--- config.mk ---
export PLATFORM = sky130hd
export DESIGN_NAME = vwb_collector
export DESIGN_NICKNAME = d
export VERILOG_FILES = /design/src/rtl/vwb_pkg.sv /design/src/rtl/vwb_fifo.sv /design/src/rtl/vwb_collector.sv
export SDC_FILE = /design/constraint.sdc
export NUM_CORES = 1
export LEC_CHECK = 0
export ABC_CLOCK_PERIOD_IN_PS = 4950
export BUFFER_PORTS_ARGS = -buffer_cell sky130_fd_sc_hd__buf_2
export CORE_AREA = 2 2 223 269
export CTS_BUF_LIST = sky130_fd_sc_hd__clkbuf_4 sky130_fd_sc_hd__clkbuf_8 sky130_fd_sc_hd__clkbuf_16
export DETAILED_ROUTE_END_ITERATION = 10
export DIE_AREA = 0 0 225 271
export PLACE_DENSITY_LB_ADDON = 0.2
export SLEW_MARGIN = 20
export SYNTH_ARGS = -nofsm -noshare
export SYNTH_HDL_FRONTEND = slang
export SYNTH_SLANG_ARGS = --single-unit
--- constraint.sdc ---
create_clock -name clk -period 4.95 [get_ports clk]
set_clock_uncertainty 0.1 [all_clocks]
set_input_delay 0.99 -clock clk [delete_from_list [all_inputs] [get_ports clk]]
set_output_delay 0.99 -clock clk [all_outputs]
set_load 0.03 [all_outputs]
--- src/rtl/vwb_pkg.sv ---
// Shared helpers for the vector write-back collector: width functions,
// result-stream field positions and the controller state encoding.
package vwb_pkg;

  function automatic int log2(input int n);
    int r;
    r = 1;
    for (int i = 1; i < 32; i++)
      if ((1 << i) < n) r = i + 1;
    return r;
  endfunction

  function automatic int bitwidth(input int n);
    return log2(n);
  endfunction

  function automatic int valid_bit(input int data_width);
    return data_width + 1;
  endfunction

  function automatic int mask_bit(input int data_width);
    return data_width;
  endfunction

  typedef enum logic {
    IDLE    = 1'b0,
    COLLECT = 1'b1
  } vwb_state_e;

endpackage

--- src/rtl/vwb_fifo.sv ---
// Synchronous result buffer; a push into a full FIFO is taken when a pop
// happens in the same cycle.
module vwb_fifo #(
  parameter int WIDTH = 38,
  parameter int DEPTH = 4
) (
  input  logic             clk,
  input  logic             rst,
  input  logic             push,
  input  logic [WIDTH-1:0] push_data,
  input  logic             pop,
  output logic [WIDTH-1:0] head,
  output logic             full,
  output logic             empty
);
  localparam int AW = $clog2(DEPTH);

  logic [WIDTH-1:0] mem [DEPTH];
  logic [AW:0]      wr_ptr, rd_ptr;
  logic             do_push, do_pop;

  assign empty   = (wr_ptr == rd_ptr);
  assign full    = (wr_ptr[AW] != rd_ptr[AW]) && (wr_ptr[AW-1:0] == rd_ptr[AW-1:0]);
  assign do_pop  = pop && !empty;
  assign do_push = push && (!full || do_pop);
  assign head    = mem[rd_ptr[AW-1:0]];

  always_ff @(posedge clk) begin
    if (!rst) begin
      wr_ptr <= '0;
      rd_ptr <= '0;
    end else begin
      if (do_push) wr_ptr <= wr_ptr + 1'b1;
      if (do_pop)  rd_ptr <= rd_ptr + 1'b1;
    end
  end

  always_ff @(posedge clk) begin
    if (do_push) mem[wr_ptr[AW-1:0]] <= push_data;
  end

endmodule

--- src/rtl/vwb_collector.sv ---
// Collects VLR functional-unit results in order, buffers them and retires
// them to the vector register file, skipping masked-off elements.
//   state   | meaning
//   IDLE    | waiting for start; stray results ignored
//   COLLECT | counting arrivals, retiring buffered elements
module vwb_collector
  import vwb_pkg::*;
#(
  parameter int DATA_WIDTH = 32,
  parameter int MVL        = 32,
  parameter int NREGS      = 8,
  parameter int FIFO_DEPTH = 4
) (
  input  logic                       clk,
  input  logic                       rst,
  input  logic                       start,
  input  logic [log2(NREGS)-1:0]     dest_reg,
  input  logic [bitwidth(MVL):0]     VLR,
  input  logic [DATA_WIDTH+1:0]      fu_in,
  input  logic                       wr_ready,
  output logic                       wr_en,
  output logic [log2(NREGS)-1:0]     wr_reg,
  output logic [bitwidth(MVL)-1:0]   wr_idx,
  output logic [DATA_WIDTH-1:0]      wr_data,
  output logic [bitwidth(MVL):0]     elem_done,
  output logic                       busy,
  output logic                       done,
  output logic                       overflow
);
  localparam int IW = bitwidth(MVL);
  localparam int CW = IW + 1;
  localparam int RW = log2(NREGS);
  localparam int EW = 1 + IW + DATA_WIDTH;
  localparam int VB = valid_bit(DATA_WIDTH);
  localparam int MB = mask_bit(DATA_WIDTH);

  vwb_state_e      state, state_nxt;
  logic [CW-1:0]   vlr_reg, in_cnt;
  logic [RW-1:0]   reg_q;
  logic [EW-1:0]   head;
  logic            fifo_full, fifo_empty;
  logic            head_valid, head_mask, pop, push_req, push, ovf_set, finish;

  vwb_fifo #(.WIDTH(EW), .DEPTH(FIFO_DEPTH)) u_fifo (
    .clk       (clk),
    .rst       (rst),
    .push      (push),
    .push_data ({fu_in[MB], in_cnt[IW-1:0], fu_in[DATA_WIDTH-1:0]}),
    .pop       (pop),
    .head      (head),
    .full      (fifo_full),
    .empty     (fifo_empty)
  );

  assign head_valid = !fifo_empty;
  assign head_mask  = head[EW-1];
  assign wr_en      = head_valid && head_mask;
  assign wr_reg     = reg_q;
  assign wr_idx     = head[DATA_WIDTH +: IW];
  assign wr_data    = head[DATA_WIDTH-1:0];

  always_comb begin
    state_nxt = state;
    pop       = head_valid && (!head_mask || wr_ready);
    push_req  = (state == COLLECT) && fu_in[VB] && (in_cnt < vlr_reg);
    push      = push_req && (!fifo_full || pop);
    // Dropped arrivals and arrivals past VLR both flag overflow.
    ovf_set   = (state == COLLECT) && fu_in[VB] && !push;
    finish    = (state == COLLECT) && pop && ((elem_done + CW'(1)) == vlr_reg);
    case (state)
      IDLE:    if (start && (VLR != '0)) state_nxt = COLLECT;
      COLLECT: if (finish) state_nxt = IDLE;
      default: state_nxt = IDLE;
    endcase
  end

  always_ff @(posedge clk) begin
    if (!rst) begin
      state     <= IDLE;
      vlr_reg   <= '0;
      reg_q     <= '0;
      in_cnt    <= '0;
      elem_done <= '0;
      busy      <= 1'b0;
      done      <= 1'b0;
      overflow  <= 1'b0;
    end else begin
      state <= state_nxt;
      done  <= 1'b0;
      if (state == IDLE) begin
        if (start) begin
          vlr_reg   <= VLR;
          reg_q     <= dest_reg;
          in_cnt    <= '0;
          elem_done <= '0;
          overflow  <= 1'b0;
          busy      <= (VLR != '0);
          done      <= (VLR == '0);
        end
      end else begin
        if (push_req) in_cnt    <= in_cnt + CW'(1);
        if (pop)      elem_done <= elem_done + CW'(1);
        if (ovf_set)  overflow  <= 1'b1;
        if (finish) begin
          busy <= 1'b0;
          done <= 1'b1;
        end
      end
    end
  end

endmodule
==> flow_summary.toml <==
[run_status]
status = "completed"

[critical_path]
cp-endpoint = "u_fifo.mem[2][15]$_DFFE_PP_"
reg2reg_depth = 11
cp_cell_sequence = "inv_1 > ha_1 > a21o_1 > a21oi_1 > nor2b_1 > o21ai_1 > a21oi_1 > a211oi_2 > and3_1 > and2_4 > buf_12"
worstSetupPathType = "flip-flop to flip-flop"
critPathCaptureType = "flip-flop"
required_ps = 5100
worst-r2r-setup-slack_ps = 1230
critPathLaunch = "vlr_reg[26]$_SDFFE_PN0P_"
cpPeakStageDelay_ps = 540
crit_path_top_delay_cell = "a211oi_2"
worst-path-buf-inv = 2
cp_num_cells = 11
r2r_start = "vlr_reg[26]$_SDFFE_PN0P_"
crit_top_cell = "a21oi_1"
r2r_end = "u_fifo.mem[2][15]$_DFFE_PP_"
path_max_fanout = 37
critPathTopFamily = "simple AND/OR/NAND/NOR gates"
crit_arrival_ps = 3870
start_kind = "flip-flop"

[synthesis]
syn_avg_cell_area_sq_um = 12.6
synth_edf_count = 260
synth-async-reset-ratio_pct = 0
synth.distinct_cells = 67
dominantRegCellSynth = "edfxtp_1"
synth-seq-area-share_pct = 61.4
syn_area_sq_um = 17400
ys_warn_count = 0
syn_inst = 1382
synth_nets = 1524
synth_seq_cells = 403

[clocking]
clkTransAtPathRegs_ps = 60
hold_buffers = 0
clockRootBuffer = "clkbuf_16"
insertion_delay_ps = 580
cts_buffers = 45
cts.sinks = 403
h-tree-depth = 2
cts_tree = "built"
clockBufferDepth = 3
cts_setup_buffers = 0
cts_resized = 0

[die]
chipWidth_um = 225
fp.coreArea_sq_um = 58100
initial_utilization_pct = 29.9
row_count = 97
num_io_pins = 236
dieArea_sq_um = 61000
die_h_um = 271

[timing]
maxSlewHeadroom_pct = 33.9
fin_crit_sh_pct = 75.1
layout_setup_ws_ps = 1230
slew_viol_final = 0
fmax_ghz = 0.269
tightest_slew_ps = 992
min_period_ps = 3720
rsz0062_at_grt = "no"
final_hold_viol_count = 0
setup_viol = 0
setup_tns_ps = 0

[detailed_routing]
vias = 11778
drt-total-wl_mm = 46.7
wire_per_inst_um = 19.6
viasPerCell = 4.95
drtIter0Drc = 775
ant_nets = 0
drcViolationCount = 0
firstDrtPassIters = 5

[finish]
finalNetCount = 1743
design_area_sq_um = 20900
fin_cells = 2380
regArea_sq_um = 10700
diodes = 0
finalCoreUtilization_pct = 36.0
synthToLayoutAreaGrowth_pct = 20.5
final_cell_mix = "edfxtp_1, buf_2, nand2_1"
nFillCells = 5708
layout_commonest_cell = "edfxtp_1"
drive_gt1_share_pct = 26.4
largest_register_ffs = 260
multiInputGateArea_sq_um = 6280

[power_and_ir_drop]
p_leak_nw = 7.59
ir_drop_mv = 0.247
pwr_density_cell_nw_per_um2 = 397

[global_routing]
antenna_found_initial = 1
grt_usage_pct = 15.3
grt_first_pass_wirelength_mm = 71.4
overflow = 0
grt_max_degree = 103
grt_pass1_vias = 11795

[place]
portBuffers = 235
placed_area_sq_um = 19400
routabilityCongestion = 0.836
placed_cells = 2296
hpwl_mm = 31.6
preCtsSetupSlack_ps = 1150

[min_path]
hold_path.class = "flip-flop to flip-flop"

[job]
maxCapViolCount = 0
-- worst register-to-register path, cell delays in order, from the launching register on --
cell      delay, ps
dfxtp_1         380
inv_1           100
ha_1            320
a21o_1          160
a21oi_1         140
nor2b_1          60
o21ai_1         110
a21oi_1         110
a211oi_2        540
and3_1          500
and2_4          530
buf_12          320
-- worst min path at each step --
stage                       startpoint                       to  slack, ps  cells past startpoint
6_report        wr_reg[1]$_SDFFE_PN0P_   wr_reg[1]$_SDFFE_PN0P_        350                      2
3_5_place_dp         busy$_SDFFE_PN0P_        busy$_SDFFE_PN0P_        340                      2
3_3_place_gp   wr_reg[25]$_SDFFE_PN0P_  wr_reg[25]$_SDFFE_PN0P_        340                      2
2_1_floorplan  vlr_reg[2]$_SDFFE_PN0P_  vlr_reg[2]$_SDFFE_PN0P_        350                      2
5_1_grt        wr_reg[21]$_SDFFE_PN0P_  wr_reg[21]$_SDFFE_PN0P_        370                      2
4_1_cts        wr_reg[27]$_SDFFE_PN0P_  wr_reg[27]$_SDFFE_PN0P_        350                      2
-- synthesized netlist by cell type, drive strengths merged, types with 6 or more instances --
master    n  area share [%]
inv      40            0.86
a211oi    6            0.29
o31ai    18            0.86
nor3     24            0.78
edfxtp  260              45
xor2     23             1.2
mux4     65             8.4
nand3    39             1.2
nand4    21             1.1
nor2     62             1.4
ha       39             2.8
or3      19            0.71
or4      16            0.69
o21a      9            0.39
o211ai    7            0.33
a31oi     6            0.22
and2     10            0.36
clkbuf   50             1.1
a21o     11            0.48
a21oi   140             4.0
and3     13            0.47
xnor2    34             1.7
o21ai    40             1.2
nand2   196             4.2
buf      27            0.69
dfxtp   143              16
nor4     21            0.91
-- power by group --
part / internal [mW] / switching [mW]
sequential: 3.64 / 0.0664
clock: 2.06 / 1.36
combinational: 0.425 / 0.760
-- per-stage QoR --
step,hold WS (ps),total power [mW]
2_1_floorplan,350,4.58
3_3_place_gp,337,4.98
3_5_place_dp,343,4.99
4_1_cts,352,8.47
5_1_grt,368,8.68
6_report,351,8.31
-- kinds of logic (layout without fill, tap and decap cells) --
| kind of cell | count (synthesis) | count (layout) | synth area share [%] |
|---|---|---|---|
| AND/OR/NAND/NOR | 444 | 444 | 12.9 |
| XOR/XNOR | 57 | 57 | 2.87 |
| multiplexers | 69 | 69 | 8.66 |
| adder cells (fa/ha/maj) | 39 | 39 | 2.81 |
| flip-flops | 403 | 403 | 61.4 |
| AO/OA/AOI/OAI | 252 | 252 | 8.68 |
| buffers and inverters | 118 | 374 | 2.66 |
-- layer usage --
| metal | up-vias | wire length [um] | GRT usage (%) |
|---|---|---|---|
| li1 | 5612 | - | - |
| met1 | 5779 | 20300 | 19.8 |
| met5 | - | 0 | 0 |
| met2 | 319 | 22800 | 25.8 |
| met4 | 0 | 1050 | 4.72 |
| met3 | 68 | 2540 | 2.83 |
-- area by class of cell --
type	instances	area share [%]
clock buffer	66	6.42
clock inverter	18	0.986
inverter	41	0.741
multi-input combinational	861	30.0
sequential	403	51.0
tap	742	4.43
timing repair buffer	249	6.47
(Power assumes the default switching activity.)
